`src/rtl/sd_pkg.sv`:
```
// Shared encodings for the SD CMD-line blocks: response types, receiver states, CRC7 polynomial.
// SD_RESP_BUSY_EN adds the R1b busy-wait state.
package sd_pkg;

    localparam logic [1:0] RESP_NONE        = 2'd0;
    localparam logic [1:0] RESP_SHORT       = 2'd1;
    localparam logic [1:0] RESP_LONG        = 2'd2;
    localparam logic [1:0] RESP_SHORT_NOCRC = 2'd3;

    // x^7 + x^3 + 1 with the x^7 term implied
    localparam logic [6:0] CRC7_POLY = 7'h09;

    typedef enum logic [2:0] {
        StIdle,
        StWaitStart,
        StRecv,
        StDone
`ifdef SD_RESP_BUSY_EN
        ,
        StBusyWait
`endif
    } rx_state_e;

endpackage

```
`src/rtl/sd_crc7.sv`:
```
// Serial CRC7 (x^7+x^3+1, init 0), one bit per enabled clock, MSB first.
// Shared between the response receiver and the command transmitter.
module sd_crc7
    import sd_pkg::*;
(
    input  logic       clk,
    input  logic       clear,
    input  logic       en,
    input  logic       bit_in,
    output logic [6:0] crc
);

    logic [6:0] crc_q;
    logic [6:0] crc_d;
    logic       fb;

    always_comb begin
        fb    = bit_in ^ crc_q[6];
        crc_d = crc_q;
        if (clear) begin
            crc_d = '0;
        end else if (en) begin
            crc_d = {crc_q[5:0], 1'b0} ^ (fb ? CRC7_POLY : 7'h00);
        end
    end

    always_ff @(posedge clk) begin
        crc_q <= crc_d;
    end

    assign crc = crc_q;

endmodule

```
`src/rtl/sd_resp_rx_param.sv`:
```
// SD CMD-line response receiver: NCR wait, 48/136-bit capture, tx/CRC7/end-bit checks.
// Optional SD_RESP_BUSY_EN adds dat0/busy_chk and an R1b busy wait after short frames.
module sd_resp_rx_param
    import sd_pkg::*;
#(
    parameter int unsigned LONG_BITS  = 136,
    parameter int unsigned SHORT_BITS = 48,
    parameter int unsigned NCR_MAX    = 64,
    parameter int unsigned CNT_W      = 8
) (
    input  logic                 clk,
    input  logic                 reset_n,
    input  logic                 tick,
    input  logic                 sd_cmd,
    input  logic                 start,
    input  logic [1:0]           resp_type,
    input  logic                 abort,
`ifdef SD_RESP_BUSY_EN
    input  logic                 dat0,
    input  logic                 busy_chk,
`endif
    output logic                 busy,
    output logic                 done,
    output logic [LONG_BITS-1:0] resp,
    output logic                 timeout,
    output logic                 tx_err,
    output logic                 crc_err,
    output logic                 end_err
);

    localparam logic [CNT_W-1:0] LongLast  = CNT_W'(LONG_BITS - 1);
    localparam logic [CNT_W-1:0] ShortLast = CNT_W'(SHORT_BITS - 1);
    localparam logic [CNT_W-1:0] NcrLast   = CNT_W'(NCR_MAX - 1);
    localparam logic [CNT_W-1:0] LongCrcHi = CNT_W'(LONG_BITS - 9);
    localparam logic [CNT_W-1:0] CrcLo     = CNT_W'(8);
    localparam logic [CNT_W-1:0] CntOne    = CNT_W'(1);

    rx_state_e            state_q, state_d;
    logic [1:0]           type_q, type_d;
    logic [CNT_W-1:0]     cnt_q, cnt_d;
    logic [LONG_BITS-1:0] resp_q, resp_d;
    logic                 timeout_q, timeout_d;
    logic                 tx_err_q, tx_err_d;
    logic                 crc_err_q, crc_err_d;
    logic                 end_err_q, end_err_d;
`ifdef SD_RESP_BUSY_EN
    logic                 busy_chk_q, busy_chk_d;
`endif

    logic                 is_long;
    logic                 crc_checked;
    logic [CNT_W-1:0]     frame_last;
    logic [CNT_W-1:0]     crc_hi;
    logic [CNT_W-1:0]     bit_idx;
    logic                 in_crc_scope;
    logic                 crc_clear;
    logic                 crc_en;
    logic [6:0]           crc_val;

    assign is_long      = (type_q == RESP_LONG);
    assign crc_checked  = (type_q == RESP_SHORT) || (type_q == RESP_LONG);
    assign frame_last   = is_long ? LongLast : ShortLast;
    assign crc_hi       = is_long ? LongCrcHi : ShortLast;
    // cnt_q counts bits still to come, so the bit on the line now is cnt_q-1
    assign bit_idx      = cnt_q - CntOne;
    assign in_crc_scope = (bit_idx >= CrcLo) && (bit_idx <= crc_hi);

    sd_crc7 u_crc (
        .clk    (clk),
        .clear  (crc_clear),
        .en     (crc_en),
        .bit_in (sd_cmd),
        .crc    (crc_val)
    );

    always_comb begin
        state_d   = state_q;
        type_d    = type_q;
        cnt_d     = cnt_q;
        resp_d    = resp_q;
        timeout_d = timeout_q;
        tx_err_d  = tx_err_q;
        crc_err_d = crc_err_q;
        end_err_d = end_err_q;
`ifdef SD_RESP_BUSY_EN
        busy_chk_d = busy_chk_q;
`endif
        crc_clear = ~reset_n;
        crc_en    = 1'b0;

        if (abort) begin
            state_d = StIdle;
        end else begin
            unique case (state_q)
                StIdle: begin
                    if (start) begin
                        type_d    = resp_type;
                        cnt_d     = '0;
                        resp_d    = '0;
                        timeout_d = 1'b0;
                        tx_err_d  = 1'b0;
                        crc_err_d = 1'b0;
                        end_err_d = 1'b0;
                        crc_clear = 1'b1;
`ifdef SD_RESP_BUSY_EN
                        busy_chk_d = busy_chk;
`endif
                        state_d   = (resp_type == RESP_NONE) ? StDone : StWaitStart;
                    end
                end

                StWaitStart: begin
                    if (tick) begin
                        if (!sd_cmd) begin
                            resp_d  = {resp_q[LONG_BITS-2:0], 1'b0};
                            cnt_d   = frame_last;
                            // long frames exclude the start bit from the CRC
                            crc_en  = ~is_long;
                            state_d = StRecv;
                        end else begin
                            cnt_d = cnt_q + CntOne;
                            if (cnt_q == NcrLast) begin
                                timeout_d = 1'b1;
                                state_d   = StDone;
                            end
                        end
                    end
                end

                StRecv: begin
                    if (tick) begin
                        resp_d = {resp_q[LONG_BITS-2:0], sd_cmd};
                        cnt_d  = cnt_q - CntOne;
                        crc_en = in_crc_scope;
                        if (cnt_q == frame_last && sd_cmd) begin
                            tx_err_d = 1'b1;
                        end
                        if (cnt_q == CntOne) begin
                            end_err_d = ~sd_cmd;
                            crc_err_d = crc_checked && (resp_q[6:0] != crc_val);
                            state_d   = StDone;
`ifdef SD_RESP_BUSY_EN
                            if (busy_chk_q && !is_long) begin
                                state_d = StBusyWait;
                            end
`endif
                        end
                    end
                end

`ifdef SD_RESP_BUSY_EN
                StBusyWait: begin
                    if (tick && dat0) begin
                        state_d = StDone;
                    end
                end
`endif

                StDone: begin
                    state_d = StIdle;
                end

                default: begin
                    state_d = StIdle;
                end
            endcase
        end
    end

    always_ff @(posedge clk) begin
        if (!reset_n) begin
            state_q   <= StIdle;
            type_q    <= RESP_NONE;
            cnt_q     <= '0;
            resp_q    <= '0;
            timeout_q <= 1'b0;
            tx_err_q  <= 1'b0;
            crc_err_q <= 1'b0;
            end_err_q <= 1'b0;
`ifdef SD_RESP_BUSY_EN
            busy_chk_q <= 1'b0;
`endif
        end else begin
            state_q   <= state_d;
            type_q    <= type_d;
            cnt_q     <= cnt_d;
            resp_q    <= resp_d;
            timeout_q <= timeout_d;
            tx_err_q  <= tx_err_d;
            crc_err_q <= crc_err_d;
            end_err_q <= end_err_d;
`ifdef SD_RESP_BUSY_EN
            busy_chk_q <= busy_chk_d;
`endif
        end
    end

    assign busy    = (state_q != StIdle);
    assign done    = (state_q == StDone);
    assign resp    = resp_q;
    assign timeout = timeout_q;
    assign tx_err  = tx_err_q;
    assign crc_err = crc_err_q;
    assign end_err = end_err_q;

endmodule

```
`config.mk`:
```
export PLATFORM = sky130hd
export DESIGN_NAME = sd_resp_rx_param
export DESIGN_NICKNAME = d
export VERILOG_FILES = /design/src/rtl/sd_pkg.sv /design/src/rtl/sd_crc7.sv /design/src/rtl/sd_resp_rx_param.sv
export SDC_FILE = /design/constraint.sdc
export NUM_CORES = 1
export LEC_CHECK = 0
export ABC_AREA = 1
export BUFFER_PORTS_ARGS = -buffer_cell sky130_fd_sc_hd__buf_2
export CAP_MARGIN = 20
export CORE_MARGIN = 1
export CORE_UTILIZATION = 54
export CTS_CLUSTER_SIZE = 14
export DETAILED_ROUTE_END_ITERATION = 8
export GPL_TIMING_DRIVEN = 0
export HOLD_SLACK_MARGIN = 0.06
export PLACE_DENSITY = 0.87
export SYNTH_ARGS = -nofsm -noshare
export SYNTH_HDL_FRONTEND = slang
export SYNTH_SLANG_ARGS = --single-unit
```
`constraint.sdc`:
```
create_clock -name clk -period 2.33 [get_ports clk]
set_input_delay 0 -clock clk [delete_from_list [all_inputs] [get_ports clk]]
set_output_delay 0 -clock clk [all_outputs]
set_load 0.01 [all_outputs]
```
==> summary.md <==
| Metric | Value |
|---|---|
| Leading post-synthesis cells by cell area | `dfxtp_1 (48%), a21oi_1 (12%), nand2_1 (8.7%), nand3_1 (7.9%), nor2_1 (4.9%)` |
| CP Max Fanout | `7` |
| CTS tree | `yes` |
| Synthesized area | `6661 µm²` |
| CP cell instances | `inv_4, ha_4, nand2_1, nand2_1, nand2_2, inv_1, ha_1, nand2_1, inv_1, nand2_1, nor2_1, nand3_1, nand2_1, nand2_2, nand2_4, buf_4, nand3_1, nand2_1, nor2_1` |
| Clock transition at path regs | `70 ps` |
| Die Span Y | `113.1 µm` |
| Row count | `40` |
| Busiest grt layer | `met2` |
| Post-synth EDFFs | `0` |
| Synth cell types | `32` |
| Synth async-reset ratio | `0%` |
| CP max stage cell | `dfxtp_4` |
| Drt pass-1 iters | `5` |
| Mapped Nets | `900` |
| Period utilization | `94.82%` |
| Layout cells sized above 1 | `23.17%` |
| F_max | `0.4526 GHz` |
| Met3 Resource Use GR | `7.070%` |
| DRC violations left | `0` |
| Power Dens Cells | `795.8 nW/µm²` |
| Antenna Cells | `0` |
| Maximum VDD drop | `0.4830 mV` |
| WL/cell | `15.54 µm` |
| IO Port Bufs | `149` |
| Global Route Usage Sum | `29.68%` |
| Htree depth | `4` |
| Final nets | `1,085` |
| Minimum clock period | `2209 ps` |
| Post-DP Area | `7591 µm²` |
| Final worst slack | `120.8 ps` |
| Gr ovfl total | `0` |
| Met1 usage | `37.72%` |
| Dominant synthesized flop cell | `dfxtp_1` |
| DIE WIDTH | `113.1 µm` |
| Core area | `12,010 µm²` |
| Seq/Total Area, Yosys | `47.78%` |
| Relative slew margins | `54.12%` |
| Largest area contributor in the netlist | `dfxtp_1` |
| Outcome | `finished clean` |
| Die ar. | `12,780 µm²` |
| Slowest stage delay, CP | `390 ps` |
| Met2 Resource Use GR | `47.73%` |
| Sum Neg Setup Slack | `0 ps` |
| Drt total wl | `19,060 µm` |
| Initial Util | `55.46%` |
| Clock Latency Late Sink | `430 ps` |
| #FFs+latches synth | `159` |
| Crit path DAT | `2530 ps` |
| First-pass GRT wire length | `30,460 µm` |
| CP Capture Type | `flip-flop` |
| Ys Warns | `0` |
| Crit path buffers/inverters | `4` |
| Crit path top cell by count | `nand2_1` |
| Hold Fails Final Rpt | `0` |
| Pre-CTS setup slack | `-123.9 ps` |
| Critical path class | `flip-flop to flip-flop` |
| Starting DRT DRC Count | `435` |
| Startpoint types | `flip-flop` |
| Vias | `6,920` |
| Worst-Margin Slew | `688.2 ps` |
| # IOs | `150` |
| Top cell type's share of synthesized area | `47.78%` |
| Clk buf depth | `2` |
| Synth-to-layout area growth | `25.81%` |
| Routed Antenna Nets | `0` |
| Final Max Tran Viols | `0` |
| Clock buffer count from CTS | `17` |
| Clock Root Buffer | `clkbuf_16` |
| Final Skew | `6.545 ps` |
| Top delay family on crit path | `simple AND/OR/NAND/NOR gates` |
| Req. time, crit path | `2650 ps` |
| Largest net degree at the start of global routing | `17` |
| Syn Inst Count | `881` |
| Vias in the first global route | `6,232` |
| Leakage | `3.654 nW` |
| Worst hold-check path type | `primary input to flip-flop` |
| Initial antenna violation count | `0` |
| Post-route cell area | `8381 µm²` |
| DP HPWL | `12,530 µm` |
| Max cap viols | `0` |
| CTS sink cnt | `159` |
| Avg Cell Area, Syn | `7.561 µm²` |
| Vias per inst | `5.644` |
| Final setup vio count | `0` |
| Final Util | `69.77%` |
| GPL Wtd Cong | `0.9039` |
==> worst register-to-register path, delay by kind of cell (launching register included) <==
family / cells / cell delay (ps)
AND/OR/NAND/NOR: 13 / 990
adder cells (fa/ha/maj): 2 / 450
flip-flops: 1 / 390
buffers and inverters: 4 / 290
==> synth_stat cells, types with 4 or more instances <==
master    instances
nand4_1           7
inv_2             5
a21oi_1         157
buf_2            18
ha_1             11
clkbuf_1         30
nand2_1         154
a211oi_1          6
dfxtp_1         159
inv_1            31
o21ai_0          62
nor2_2            8
nand3_1         105
buf_1             4
xor2_1            6
buf_4             7
nor2_1           87
==> metrics by stage <==
stage                     total power, mW  std cells  hold WS [ps]
after CTS                           6.624       1218         94.26
after detailed placement            3.902       1177         293.9
final                               6.669       1226         148.3
after floorplan                     3.603        881         157.9
after global routing                6.897       1226         162.5
after global placement              3.888       1177         299.7
==> cell usage in the layout, fill, tap and decap left out, types with 7 or more instances in the layout <==
cell / synthesis / routed
buf_2: 18 / 167
a21oi_1: 157 / 157
dfxtp_1: 159 / 156
nand2_1: 154 / 152
nand3_1: 105 / 105
nor2_1: 87 / 84
o21ai_0: 62 / 62
clkbuf_1: 30 / 30
inv_1: 31 / 29
clkbuf_16: 0 / 17
buf_4: 7 / 15
dlygate4sd3_1: 0 / 9
nor2_2: 8 / 8
ha_1: 11 / 8
nand4_1: 7 / 7
inv_6: 0 / 7
==> final timing paths <==
path / from / end / slack, ps / cells after the start
worst min register to register: end_err$_SDFFE_PN0P_ / end_err$_SDFFE_PN0P_ / 470 / 2
worst max-delay path: cnt_q[0]$_SDFFE_PN0P_ / u_crc.crc[0]$_SDFFE_PP0P_ / 120 / 19
worst max register to register: cnt_q[0]$_SDFFE_PN0P_ / u_crc.crc[0]$_SDFFE_PP0P_ / 120 / 19
worst min-delay path: start / type_q[1]$_SDFFE_PN0P_ / 150 / 5
==> final cells by class <==
cell class                      count  area (µm²)
Inverter                           36       137.6
Tap cell                          147       183.9
Clock inverter                     14       142.6
Sequential cell                   159        3192
Fill cell                         970        3631
Multi-Input combinational cell    623        3077
Clock buffer                       18       439.2
Buffer                             63       312.8
Timing Repair Buffer              166       895.9
==> flip-flops by register name, indices dropped and copies added (netlist names) <==
name	flops
cnt_q	8
crc_err	1
end_err	1
resp	136
state_q	2
timeout	1
tx_err	1
type_q	2
u_crc.crc	7
==> layer usage <==
metal | routed length [µm] | vias to the layer above
li1 | - | 3342
met1 | 7885 | 3205
met2 | 9027 | 318
met3 | 1541 | 55
met4 | 603 | 0
met5 | 0 | -
==> logic make-up (layout without fill, tap and decap cells) <==
family	Yosys count	in the layout	synth area share (%)
AOI/OAI and AO/OA	233	233	17.98
xor gates and xnor gates	9	9	1.183
adders and majority gates	11	11	2.066
buffers and inverters	99	297	6.706
DFF	159	159	47.78
and+or+nand+nor	370	370	24.29
==> power breakdown <==
part	switching, mW	internal [mW]	leakage (nW)	total [mW]
sequential	0.0880	2.83	1.29	2.92
clock	1.22	1.54	0.283	2.75
combinational	0.658	0.341	2.08	1.00
==> what timing repair did <==
item                       in CTS  in global routing
gates resized for setup         4                 17
buffers inserted                0                  8
pin swaps                       0                  5
hold endpoints to repair        9                  0
cloned                          0                  0
hold buffers                    9                  0
setup endpoints to repair       7                111
Note: power is estimated with default switching activity, not from simulation.
